File: src/rtl/clock_pkg.sv
// Shared types and BCD digit limits for the clock core.
package clock_pkg;

   typedef enum logic [1:0] {StRun, StSetTime, StSetAlarm} state_t;
   typedef enum logic [1:0] {FldHour, FldMin, FldSec} field_t;

   localparam logic [3:0] LsbMax       = 4'd9;
   localparam logic [3:0] MinSecMsbMax = 4'd5;
   localparam logic [3:0] HourMsbMax   = 4'd2;
   localparam logic [3:0] HourLsbMax   = 4'd3;

endpackage

File: src/rtl/bcd2_counter.sv
// Two-digit BCD field counter, modulus 60 (min/sec) or 24 (hour).
module bcd2_counter
   import clock_pkg::*;
#(
   parameter int unsigned Modulus = 60
) (
   input  logic       clk,
   input  logic       reset_n,
   input  logic       inc,
   output logic [3:0] msb,
   output logic [3:0] lsb,
   output logic [3:0] nxt_msb,
   output logic [3:0] nxt_lsb,
   output logic       carry
);

   localparam logic [3:0] MaxMsb = (Modulus == 24) ? HourMsbMax : MinSecMsbMax;
   localparam logic [3:0] MaxLsb = (Modulus == 24) ? HourLsbMax : LsbMax;

   logic [3:0] msb_q, lsb_q;

   // carry marks the terminal value: an increment here wraps to 00
   assign carry = (msb_q == MaxMsb) && (lsb_q == MaxLsb);

   always_comb begin
      nxt_msb = msb_q;
      nxt_lsb = lsb_q + 4'd1;
      if (carry) begin
         nxt_msb = 4'd0;
         nxt_lsb = 4'd0;
      end else if (lsb_q == LsbMax) begin
         nxt_msb = msb_q + 4'd1;
         nxt_lsb = 4'd0;
      end
   end

   always_ff @(posedge clk or negedge reset_n) begin
      if (!reset_n) begin
         msb_q <= 4'd0;
         lsb_q <= 4'd0;
      end else if (inc) begin
         msb_q <= nxt_msb;
         lsb_q <= nxt_lsb;
      end
   end

   assign msb = msb_q;
   assign lsb = lsb_q;

endmodule

File: src/rtl/clock_core.sv
// Alarm clock core: prescaler, run/set-time/set-alarm FSM, BCD time and alarm registers.
// Define ALARM_AUTOOFF_EN to clear a ringing alarm automatically after 60 seconds.
module clock_core
   import clock_pkg::*;
#(
   parameter int unsigned CLK_HZ = 100000000
) (
   input  logic       clk,
   input  logic       reset_n,
   input  logic       mode_btn,
   input  logic       sel_btn,
   input  logic       inc_btn,
   output logic       settime,
   output logic [3:0] insecMSB,
   output logic [3:0] insecLSB,
   output logic [3:0] inminMSB,
   output logic [3:0] inminLSB,
   output logic [3:0] inhourMSB,
   output logic [3:0] inhourLSB,
   output logic [3:0] alarmsecMSB,
   output logic [3:0] alarmsecLSB,
   output logic [3:0] alarmminMSB,
   output logic [3:0] alarmminLSB,
   output logic [3:0] alarmhourMSB,
   output logic [3:0] alarmhourLSB,
   output logic       alarm_ring
);

   localparam int unsigned PW = (CLK_HZ > 2) ? $clog2(CLK_HZ) : 1;
   localparam logic [PW-1:0] PrescMax = PW'(CLK_HZ - 1);

   state_t          state_q;
   field_t          field_q;
   logic [PW-1:0]   presc_q;
   logic            settime_q, ring_q;
`ifdef ALARM_AUTOOFF_EN
   logic [5:0]      ring_cnt_q;
`endif

   logic sec_tick, any_btn, mode_p, sel_p, inc_p, t_man, a_man, alarm_hit;
   logic t_sec_inc, t_min_inc, t_hour_inc, a_sec_inc, a_min_inc, a_hour_inc;
   logic t_sec_c, t_min_c, t_hour_c, a_sec_c, a_min_c, a_hour_c;
   logic [3:0] t_sec_nm, t_sec_nl, t_min_nm, t_min_nl, t_hour_nm, t_hour_nl;
   logic [3:0] a_sec_nm, a_sec_nl, a_min_nm, a_min_nl, a_hour_nm, a_hour_nl;
   logic [23:0] time_next;

   // While ringing every press only silences the alarm; otherwise mode > sel > inc
   assign any_btn = mode_btn | sel_btn | inc_btn;
   assign mode_p  = mode_btn & ~ring_q;
   assign sel_p   = sel_btn & ~mode_btn & ~ring_q;
   assign inc_p   = inc_btn & ~mode_btn & ~sel_btn & ~ring_q;

   // Prescaler is frozen in SET_TIME, so no tick may escape from there
   assign sec_tick = (presc_q == PrescMax) && (state_q != StSetTime);

   assign t_man = inc_p && (state_q == StSetTime);
   assign a_man = inc_p && (state_q == StSetAlarm);

   assign t_sec_inc  = sec_tick | (t_man && field_q == FldSec);
   assign t_min_inc  = (sec_tick & t_sec_c) | (t_man && field_q == FldMin);
   assign t_hour_inc = (sec_tick & t_sec_c & t_min_c) | (t_man && field_q == FldHour);
   assign a_sec_inc  = a_man && field_q == FldSec;
   assign a_min_inc  = a_man && field_q == FldMin;
   assign a_hour_inc = a_man && field_q == FldHour;

   assign time_next = {t_hour_inc ? {t_hour_nm, t_hour_nl} : {inhourMSB, inhourLSB},
                       t_min_inc  ? {t_min_nm, t_min_nl}   : {inminMSB, inminLSB},
                       t_sec_inc  ? {t_sec_nm, t_sec_nl}   : {insecMSB, insecLSB}};

   assign alarm_hit = sec_tick && (state_q == StRun) &&
                      (time_next == {alarmhourMSB, alarmhourLSB, alarmminMSB, alarmminLSB,
                                     alarmsecMSB, alarmsecLSB});

   bcd2_counter #(.Modulus(60)) u_t_sec (
      .clk(clk), .reset_n(reset_n), .inc(t_sec_inc), .msb(insecMSB), .lsb(insecLSB),
      .nxt_msb(t_sec_nm), .nxt_lsb(t_sec_nl), .carry(t_sec_c));
   bcd2_counter #(.Modulus(60)) u_t_min (
      .clk(clk), .reset_n(reset_n), .inc(t_min_inc), .msb(inminMSB), .lsb(inminLSB),
      .nxt_msb(t_min_nm), .nxt_lsb(t_min_nl), .carry(t_min_c));
   bcd2_counter #(.Modulus(24)) u_t_hour (
      .clk(clk), .reset_n(reset_n), .inc(t_hour_inc), .msb(inhourMSB), .lsb(inhourLSB),
      .nxt_msb(t_hour_nm), .nxt_lsb(t_hour_nl), .carry(t_hour_c));
   bcd2_counter #(.Modulus(60)) u_a_sec (
      .clk(clk), .reset_n(reset_n), .inc(a_sec_inc), .msb(alarmsecMSB), .lsb(alarmsecLSB),
      .nxt_msb(a_sec_nm), .nxt_lsb(a_sec_nl), .carry(a_sec_c));
   bcd2_counter #(.Modulus(60)) u_a_min (
      .clk(clk), .reset_n(reset_n), .inc(a_min_inc), .msb(alarmminMSB), .lsb(alarmminLSB),
      .nxt_msb(a_min_nm), .nxt_lsb(a_min_nl), .carry(a_min_c));
   bcd2_counter #(.Modulus(24)) u_a_hour (
      .clk(clk), .reset_n(reset_n), .inc(a_hour_inc), .msb(alarmhourMSB),
      .lsb(alarmhourLSB), .nxt_msb(a_hour_nm), .nxt_lsb(a_hour_nl), .carry(a_hour_c));

   // Alarm fields never carry and the hour wrap is not needed here
   logic unused_carry;
   assign unused_carry = ^{t_hour_c, a_sec_c, a_min_c, a_hour_c, a_sec_nm, a_sec_nl,
                           a_min_nm, a_min_nl, a_hour_nm, a_hour_nl};

   always_ff @(posedge clk or negedge reset_n) begin
      if (!reset_n) begin
         state_q    <= StRun;
         field_q    <= FldHour;
         presc_q    <= '0;
         settime_q  <= 1'b0;
         ring_q     <= 1'b0;
`ifdef ALARM_AUTOOFF_EN
         ring_cnt_q <= '0;
`endif
      end else begin
         if (state_q == StSetTime) begin
            if (mode_p) presc_q <= '0;
         end else begin
            presc_q <= (presc_q == PrescMax) ? '0 : presc_q + 1'b1;
         end

         if (mode_p) begin
            field_q <= FldHour;
            unique case (state_q)
               StRun: begin
                  state_q   <= StSetTime;
                  settime_q <= 1'b1;
               end
               StSetTime: begin
                  state_q   <= StSetAlarm;
                  settime_q <= 1'b1;
               end
               default: begin
                  state_q   <= StRun;
                  settime_q <= 1'b0;
               end
            endcase
         end else if (sel_p && state_q != StRun) begin
            unique case (field_q)
               FldHour: field_q <= FldMin;
               FldMin:  field_q <= FldSec;
               default: field_q <= FldHour;
            endcase
         end

         if (ring_q) begin
            if (any_btn) begin
               ring_q     <= 1'b0;
`ifdef ALARM_AUTOOFF_EN
               ring_cnt_q <= '0;
            end else if (sec_tick) begin
               if (ring_cnt_q == 6'd59) begin
                  ring_q     <= 1'b0;
                  ring_cnt_q <= '0;
               end else begin
                  ring_cnt_q <= ring_cnt_q + 6'd1;
               end
`endif
            end
         end else if (alarm_hit) begin
            ring_q     <= 1'b1;
`ifdef ALARM_AUTOOFF_EN
            ring_cnt_q <= '0;
`endif
         end
      end
   end

   assign settime    = settime_q;
   assign alarm_ring = ring_q;

endmodule

File: config.mk
export PLATFORM = sky130hd
export DESIGN_NAME = clock_core
export DESIGN_NICKNAME = d
export VERILOG_FILES = /design/src/rtl/clock_pkg.sv /design/src/rtl/bcd2_counter.sv /design/src/rtl/clock_core.sv
export SDC_FILE = /design/constraint.sdc
export NUM_CORES = 1
export LEC_CHECK = 0
export ABC_AREA = 1
export BUFFER_PORTS_ARGS = -buffer_cell sky130_fd_sc_hd__buf_2
export CORE_MARGIN = 2
export CORE_UTILIZATION = 37
export CTS_BUF_LIST = sky130_fd_sc_hd__clkbuf_8
export DETAILED_ROUTE_END_ITERATION = 10
export PLACE_DENSITY_LB_ADDON = 0.1
export SLEW_MARGIN = 10
export SYNTH_ARGS = -nofsm -noshare
export SYNTH_HDL_FRONTEND = slang
export SYNTH_HIERARCHICAL = 1
export SYNTH_SLANG_ARGS = --single-unit
File: constraint.sdc
create_clock -name clk -period 2.1 [get_ports clk]
set_clock_uncertainty 0.05 [all_clocks]
set_input_delay 0.105 -clock clk [delete_from_list [all_inputs] [get_ports clk]]
set_output_delay 0.105 -clock clk [all_outputs]
set_load 0.01 [all_outputs]
[Word level (Yosys, flattened, before mapping)]
Cells that the tools add are included.
Cells by class
  multiplexer cells: 38
  equal/unequal tests: 22
  reductions and logical operators: 29
  add/sub/neg operators: 13
  bitwise operators: 16
Operators with widths (number)
  $mux 4: 24
  $mux 27: 3
  $add 4x1->4 const B: 12
  $add 27x1->27 const B: 1
  $eq 27x27->1 const B: 1
  $eq 24x24->1: 1
  $eq 4x4->1 const B: 6
  $mux 8: 3
  $logic_and 1x1->1: 18
  $eq 4x2->1 const B: 4
  $eq 4x3->1 const B: 4
  $reduce_bool 2->1: 5
  $and 1x1->1: 8
  $pmux 2 s2: 2
  $reduce_and 2->1: 3
  $or 1x1->1: 5
  $eq 2x1->1 const B: 2
  $eq 2x2->1 const B: 2
  $logic_not 2->1: 2
  $mux 1: 4
  $mux 2: 2
  $not 1->1: 3
  $ne 2x1->1 const B: 1
  $ne 2x2->1 const B: 1
  $reduce_or 2->1: 1
Storage, ports and cells
  output and inout bits: 50
  bits in registers: 81
  logic and storage cells: 135
  bits of input ports: 5

[Logic depth before layout (Yosys ltp)]
Gate-level depths: netlist of run 1.
  depth after elaboration: 12
  gate-level depth with buffers: 19
  mapped depth without buffers: 19

[Cells and area by module]
Netlist of run 1, hierarchy kept.
By module, submodules not included
  clock_core: cells an instance 491, instances 1, area an instance 3085.5 µm², seq. area each 825.8 µm²
  bcd2_counter at u_a_min ...: cells an instance 74, instances 4, area an instance 538.0 µm², seq. area each 200.2 µm²
  bcd2_counter at u_a_hour ...: cells an instance 83, instances 2, area an instance 590.6 µm², seq. area each 200.2 µm²

[Worst setup path after synthesis of run 1]
No wires, ideal clock.
  kind: reg2reg
  start: register u_t_sec.lsb_q[0] (netlist: u_t_sec/lsb[0])
  end: register ring_q (netlist: alarm_ring)
  required time: 1985 ps
  clock period less this slack: 2142 ps
  cell stages (with the launch flop): 14
  path slack: -42 ps
  arrival time: 2027 ps
  path buffers: 0
  library setup time: 65 ps
  path through: dfrtp_1 > ha_1 > nand3_1 > nor2_2 > nand4_4 > nand2_2 > nand2_1 > nand2_1 > nand2_1 > a21oi_1 > nand2_1 > nor2_1 > nand2_1 > nand2_1
Between the ends
  word-level cells in the longest chain between the ends: 10
  elaborated cells on any way between the ends: 18
  classes of those cells: add/sub: 1; eq/ne: 2; mux: 9; bitwise: 4; reduce/logical: 2
Ends and longest elaborated chain
  start, declared: RTL line bcd2_counter.sv:20  | logic [3:0] msb_q, lsb_q;
  start signal, assigned: RTL line bcd2_counter.sv:43  | lsb_q <= nxt_lsb;
  $eq 4x4->1 *: RTL line bcd2_counter.sv:23  | assign carry = (msb_q == MaxMsb) && (lsb_q == MaxLsb);
  $logic_and 1x1->1 *: RTL line bcd2_counter.sv:23
  net t_sec_c: RTL line clock_core.sv:42  | logic t_sec_c, t_min_c, t_hour_c, a_sec_c, a_min_c, a_hour_c;
  $and 1x1->1: RTL line clock_core.sv:60, clock_core.sv:61
  $and 1x1->1: RTL line clock_core.sv:61  | assign t_hour_inc = (sec_tick & t_sec_c & t_min_c) | (t_man && field_q == FldHour);
  $or 1x1->1: RTL line clock_core.sv:61
  $mux 8: RTL line clock_core.sv:66  | assign time_next = {t_hour_inc ? {t_hour_nm, t_hour_nl} : {inhourMSB, inhourLSB},
  $eq 24x24->1 *: RTL line clock_core.sv:71  | (time_next == {alarmhourMSB, alarmhourLSB, alarmminMSB, alarmminLSB,
  $logic_and 1x1->1 *: RTL line clock_core.sv:70  | assign alarm_hit = sec_tick && (state_q == StRun) &&
  $mux 1 *: RTL line clock_core.sv:153  | end else if (alarm_hit) begin
  $mux 1 *: RTL line clock_core.sv:139  | if (ring_q) begin
  end signal, assigned: RTL line clock_core.sv:104  | ring_q <= 1'b0;
  end signal, assigned: RTL line clock_core.sv:141  | ring_q <= 1'b0;
  end signal, assigned: RTL line clock_core.sv:154  | ring_q <= 1'b1;
  end, declared: RTL line clock_core.sv:35  | logic settime_q, ring_q;
Mark *: on every way through the listed nets, which the timed path passes. The rest lies on a longest branch.
A chain may end at the register's enable or synchronous reset.

[Worst setup path after layout of run 1]
  start: register presc_q[0]
  end: register ring_q (netlist: alarm_ring)
Between the ends
  word-level cells in the longest chain between the ends: 10
  elaborated cells on any way between the ends: 15
  classes of those cells: eq/ne: 2; mux: 5; bitwise: 5; reduce/logical: 3
Ends and longest elaborated chain
  start, declared: RTL line clock_core.sv:34  | logic [PW-1:0] presc_q;
  start signal, assigned: RTL line clock_core.sv:112  | presc_q <= (presc_q == PrescMax) ? '0 : presc_q + 1'b1;
  $eq 27x27->1 *: RTL line clock_core.sv:54  | assign sec_tick = (presc_q == PrescMax) && (state_q != StSetTime);
  $logic_and 1x1->1 *: RTL line clock_core.sv:54
  $and 1x1->1: RTL line clock_core.sv:60, clock_core.sv:61
  $and 1x1->1: RTL line clock_core.sv:61
  $or 1x1->1: RTL line clock_core.sv:61
  $mux 8: RTL line clock_core.sv:66
  $eq 24x24->1: RTL line clock_core.sv:71
  $logic_and 1x1->1 *: RTL line clock_core.sv:70
  $mux 1 *: RTL line clock_core.sv:153
  $mux 1 *: RTL line clock_core.sv:139
Mark *: on every way between the ends. The rest lies on a longest branch, timed or not.

==> results of run 1 <==
[area by class of cell]
| cell class | instances | share of cell area [%] |
|---|---|---|
| multi-input cells | 692 | 47.1 |
| flip-flops and latches | 81 | 24.7 |
| repair buffers | 180 | 15.6 |
| inverters | 146 | 6.79 |
| well taps | 220 | 3.36 |
| clock buffers | 11 | 1.85 |
| clock inverters | 4 | 0.534 |
[stage by stage]
| stage | instance area, µm² | setup TNS (ns) | hold WS, ns | worst slack (ns) |
|---|---|---|---|---|
| after floorplan | 6350 | 0 | -0.241 | 0.0260 |
| after CTS | 8000 | -0.0515 | 0.0574 | -0.0508 |
| final | 8200 | -0.227 | 0.0693 | -0.147 |
| after global placement | 7640 | -0.211 | 0.0746 | -0.193 |
| after global routing | 8200 | -2.22 | 0.0583 | -0.285 |
| after detailed placement | 7640 | -0.203 | 0.0751 | -0.203 |
[critical path: stages (launching register included)]
cell and delay (ns):
dfrtp_1 0.41, ha_4 0.16, nand3_4 0.13, clkinv_4 0.10, nand2_8 0.06, nor2_4 0.12, nand3_4 0.16, buf_4 0.17
buf_4 0.13, nand3_1 0.07, nand3_2 0.07, nand2_1 0.08, nor2_1 0.04, nand2_1 0.11, nor2_1 0.07, nand2_1 0.06
nor2_1 0.04, nand2_1 0.06, nand2_1 0.05
[metal layers]
| layer | vias to the layer above | global-route usage [%] |
|---|---|---|
| met5 | - | 0 |
| met4 | 0 | 6.25 |
| met3 | 19 | 3.04 |
| met2 | 108 | 31.6 |
| met1 | 2911 | 28.7 |
| li1 | 3364 | - |
[worst max-delay path by stage]
stage / start / slack (ns) / cells past startpoint / endpoint
after floorplan: u_t_min/lsb[1] / 0.03 / 14 / alarm_ring
after detailed placement: u_t_sec/lsb[1] / -0.20 / 15 / alarm_ring
after CTS: presc_q[1] / -0.05 / 16 / alarm_ring
after global placement: u_t_sec/lsb[1] / -0.19 / 15 / alarm_ring
final: presc_q[0] / -0.15 / 18 / alarm_ring
after global routing: presc_q[0] / -0.29 / 16 / alarm_ring
[power breakdown]
part           total, µW  internal [µW]  leakage (µW)  switching (µW)
clock network       1230            601      0.000106             632
logic               2320            989       0.00292            1330
registers           2170           1780       0.00107             385
[timing repair]
| action | CTS | global route |
|---|---|---|
| pin swaps | 18 | 9 |
| setup endpoints to repair | 2 | 21 |
| buffers inserted | 6 | 7 |
| gates cloned | 1 | 1 |
| hold buffers | 3 | 0 |
| gates resized for setup | 23 | 29 |
| hold endpoints to repair | 36 | 0 |
==> results.md, run 1 <==
* Status: finished with violations
* Failing checks: negative setup slack
* Routability cong. at 0.812
* Nets at between 1000 and 1500
* Largest register FFs at 27
* VDD IR max at 0.359 mV
* CTS Sinks at 81
* Met3 WL at about 520 µm
* Mapped Avg Cell Area at 6.78 µm²
* CORE AREA at ~17000 µm²
* RSZ-0062 raised after global routing: true
* WHS Path Cells at 3
* Final Util at approximately half
* LEAKAGE at just over 0.004 µW
* Hold Crit Class: input pin to register
* Clock Latency Late Sink at 0.38 ns
* Routed Antenna Nets at 0
* Max clock buf depth at 2
* HP Start: sel_btn
* Synthesized Nets at 966
* Post-Syn Instances at 936
* Max_cap viols at 0
* FF+latch area at between 2000 and 2500 µm²
* Routed met2 length at 7800 µm
* Final setup vio count at 6
* GRT Util Overall at between 20% and 30%
* Vias in the first global route at 5946
* IO buf count at 54
* H-Tree Depth at 3
* FILL cells at between 1500 and 2000
* Die Y at 135 µm
* Top-Level Pins at 55
* Max Slew Vio Count at 0
* Final HPWL DP at approximately 13000 µm
* Reg clk slew, reported paths at 0.09 ns
* DR vias at 6402
* Dpl cells at approximately 1300
* Number of iterations in the first detailed-routing pass at 6
* Crit path kind: register to register
* Crit path launch type: register
* Final min period at between 2 and 2.5 ns
* Max Used Layer: met4
* Crit path arrival time at 2.47 ns
* Row cnt at 47
* Most frequent cells in the layout: nand2_1, inv_1, buf_4, nand3_1, dfrtp_1
* Final Cycle Share at 107%
* Share of cells above drive strength 1 at 26.5%
* Crit-path max FO at 6
* CTS tree: yes
* DR WL/cell at about 13 µm
* Antenna Cells at 0
* Fmax achieved at 0.445 GHz
* Final Non-Filler Cells at 1334
* Power Density at 698 nW/µm²
* Reg-to-reg slack, setup at -0.15 ns
* Slew margin rel. at between 60 and 70%
* Least-Margin Pin Slew at 0.531 ns
* Synthesis warning total at 6
* Met1 wire length at 9140 µm
* Final Hold Vio Count at 0
* Area of the multi-input gates at around 3900 µm²
* Root Driver: clkbuf_8
* Crit. End Element: register
* Grt ovf at 0
* First-pass GRT wire length at a little under 30000 µm
* DRC viols at 0
* Pin count of the biggest net entering global routing at 47
* Reg with most FFs: presc_q
* Num CTS Buffers at 9
* Die area at roughly 18000 µm²
* R2r startpoint: presc_q[0]
* Synthesized cell area at 6350 µm²
* DR iter-0 viols at around 390
* Post-synthesis to final-layout area growth at 29.1%
* Worst r2r path cells at 18
* Routed WL at 17700 µm
* Total power at 5720 µW
* Initial core utilization at 38.0%
* Leading cell type in the layout, fill and taps excluded: nand2_1
* Hold Path End: field_q[0]
* Antenna violations before repair at 0
* R2r endpoint: alarm_ring
* Crit path required time at around 2.3 ns
* Die W at roughly 130 µm
* Via/cell ratio at 4.80
* Final setup margin at -0.147 ns
Power figures use the tool's default switching activity.
==> run 2: changes to the inputs <==
Settings changed: ABC_AREA 1 to not set.
==> run 2 against run 1 <==
Against the previous run:
- the flow still finishes with violations (negative setup slack)
- fmax shrank 17%
- sequential cell count is the same
- clock power grew 11%
- synthesized cell count shrank 27%
- routed wire length grew 2.1%
- power shrank 14%
- setup slack lost 0.45 ns
- critical path type unchanged
- critical endpoint unchanged
==> results.md, run 2 <==
* Status: finished with violations
* Failing checks: negative setup slack
* Final Hold Vio Count at 0 (unchanged)
* Post-Syn Instances at 679 (-27%)
* Crit. End Element: register
* Routed WL at 18100 µm (+2.1%)
* Synthesized cell area at 5980 µm² (-5.9%)
* Number of iterations in the first detailed-routing pass at 5 (-1)
* Max Slew Vio Count at 0 (unchanged)
* RSZ-0062 raised after global routing: true
* Antenna Cells at 0 (unchanged)
* Antenna violations before repair at 0 (unchanged)
* Post-synthesis to final-layout area growth at 46.0%
* Top-Level Pins at 55 (unchanged)
* Die W at 131 µm (-2.9%)
* Routability cong. at 0.852 (+4.9%)
* First-pass GRT wire length at 29200 µm (-1.0%)
* FILL cells at 1422 (-17%)
* Pin count of the biggest net entering global routing at 48 (+2.1%)
* Reg clk slew, reported paths at 0.09 ns (about the same)
* CTS tree: yes
* Power share of the sequential group at 37.0% (-0.9 points)
* Final setup margin at -0.599 ns (-0.452 ns)
* Dpl cells at 1096 (-16%)
* Synthesis warning total at 6 (unchanged)
* GRT Util Overall at 21.6% (+1.5 points)
* Reg with most FFs: presc_q
* CORE AREA at 15800 µm² (-5.2%)
* Fmax achieved at 0.370 GHz (-17%)
* Nets at 953 (-16%)
* Largest register FFs at 27 (unchanged)
* Clock Latency Late Sink at 0.39 ns (about the same)
* Leading cell type in the layout, fill and taps excluded: buf_4
* H-Tree Depth at 3 (unchanged)
* Final Non-Filler Cells at 1144 (-14%)
* Final HPWL DP at 13300 µm (+2.8%)
* Net switching power figure at 1660 µW (-29%)
* Final Util at 55.1% (+6.0 points)
* Comb pwr share at 35.1% (-5.5 points)
* Num CTS Buffers at 9 (unchanged)
* Final min period at 2.70 ns (+0.452 ns)
* Mapped Avg Cell Area at 8.80 µm² (+30%)
* Initial core utilization at 37.8% (-0.26 points)
* Via/cell ratio at 5.30 (+10%)
* Most frequent cells in the layout: buf_4, nand2_1, dfrtp_1, o21ai_0, buf_2
* Crit-path max FO at 2 (-4)
* Max clock buf depth at 2 (unchanged)
* LEAKAGE at 0.00434 µW (+6.1%)
* Max_cap viols at 0 (unchanged)
* Final setup vio count at 31 (+25)
* Share of cells above drive strength 1 at 41.3% (+15 points)
* Crit path launch type: register
* DR iter-0 viols at 269 (-30%)
* Final Cycle Share at 129% (+22 points)
* CTS Sinks at 81 (unchanged)
* Hold Crit Class: input pin to register
* Slew margin rel. at 65.9% (+1.4 points)
* DR WL/cell at 15.8 µm (+19%)
* Row cnt at 46 (-2.1%)
* Vias in the first global route at 5845 (-1.7%)
* Power Density at 563 nW/µm² (-19%)
* Crit path arrival time at 2.97 ns (+0.50 ns)
* DRC viols at 0 (unchanged)
* Synthesized Nets at 709 (-27%)
* Crit path required time at 2.37 ns (+0.05 ns)
* IO buf count at 54 (unchanged)
* DR vias at 6063 (-5.3%)
* VDD IR max at 0.521 mV (+45%)
* Grt ovf at 0 (unchanged)
* Sw Ratio at 33.8% (-7.3 points)
* Die Y at 131 µm (-2.9%)
* Int Pwr at 3250 µW (-3.5%)
* Die area at 17200 µm² (-5.7%)
* Routed Antenna Nets at 0 (unchanged)
* Root Driver: clkbuf_8
* Clk pwr share at 27.9% (+6.4 points)
* Crit path kind: register to register
* Least-Margin Pin Slew at 0.511 ns (-0.0203 ns)
[run 2: timing repair]
action | CTS | global route
gates cloned | 0 | 1
pin swaps | 18 | 17
setup endpoints to repair | 30 | 52
setup buffers | 18 | 13
hold endpoints to repair | 37 | 0
gates resized for setup | 55 | 55
hold buffers | 3 | 0
[run 2: layout make-up]
cell class | count | area, µm² | area share [%]
multi-input combinational | 533 | 4070 | 46.6
sequential | 81 | 2030 | 23.3
timing repair buffer | 256 | 1960 | 22.5
tap | 216 | 270 | 3.10
inverter | 42 | 165 | 1.89
clock buffer | 11 | 151 | 1.74
clock inverter | 5 | 77.6 | 0.889
[run 2: path summary, 6_finish.rpt]
| check | start | slack (ns) | depth (start not counted) | to |
|---|---|---|---|---|
| setup / recovery | u_t_sec/lsb[1] | -0.60 | 11 | alarm_ring |
| hold / removal | sel_btn | 0.10 | 4 | alarm_ring |
| setup reg to reg | u_t_sec/lsb[1] | -0.60 | 11 | alarm_ring |
| hold reg to reg | settime | 0.50 | 1 | settime |
| max in group asynchronous | reset_n | 1.14 | 3 | u_t_sec/lsb[0] |
| min in group asynchronous | reset_n | 0.18 | 2 | u_t_min/msb[3] |
[run 2: per-stage QoR]
| stage | power (µW) | worst slack [ns] | instance area, µm² | TNS [ns] | hold slack, ns |
|---|---|---|---|---|---|
| finish | 4910 | -0.599 | 8720 | -6.53 | 0.102 |
| detailed placement | 3380 | -0.672 | 7790 | -8.19 | 0.0693 |
| global route | 5200 | -0.783 | 8720 | -11.37 | 0.109 |
| floorplan | 2650 | -0.600 | 6100 | -5.20 | -0.241 |
| global placement | 3360 | -0.572 | 7790 | -6.40 | 0.0647 |
| CTS | 4820 | -0.640 | 8380 | -6.71 | 0.0679 |
[run 2: layer usage]
layer	up-vias	part of all wire [%]	global-route usage [%]
li1	2974	-	-
met1	2914	46	28.9
met2	142	48	36.0
met3	33	3.6	2.96
met4	0	2.2	7.63
met5	-	0	0
[run 2: power groups by stage]
stage / Clock, µW / Sequential (µW) / Combinational [µW]
2_1_floorplan: 0 / 1910 / 742
3_3_place_gp: 0 / 1830 / 1520
3_5_place_dp: 0 / 1840 / 1540
4_1_cts: 1410 / 1810 / 1610
5_1_grt: 1460 / 1840 / 1890
6_report: 1370 / 1820 / 1720
[run 2: worst max-delay path: stages (launching register included)]
cell and delay [ns]:
dfrtp_2 0.41, inv_2 0.07, ha_4 0.13, nand3b_1 0.17, nor2_4 0.16, nand3_2 0.11, or4_4 0.49, and4_4 0.19
a311oi_2 0.18, nand4_1 0.12, or4_1 0.43, o21ai_1 0.13
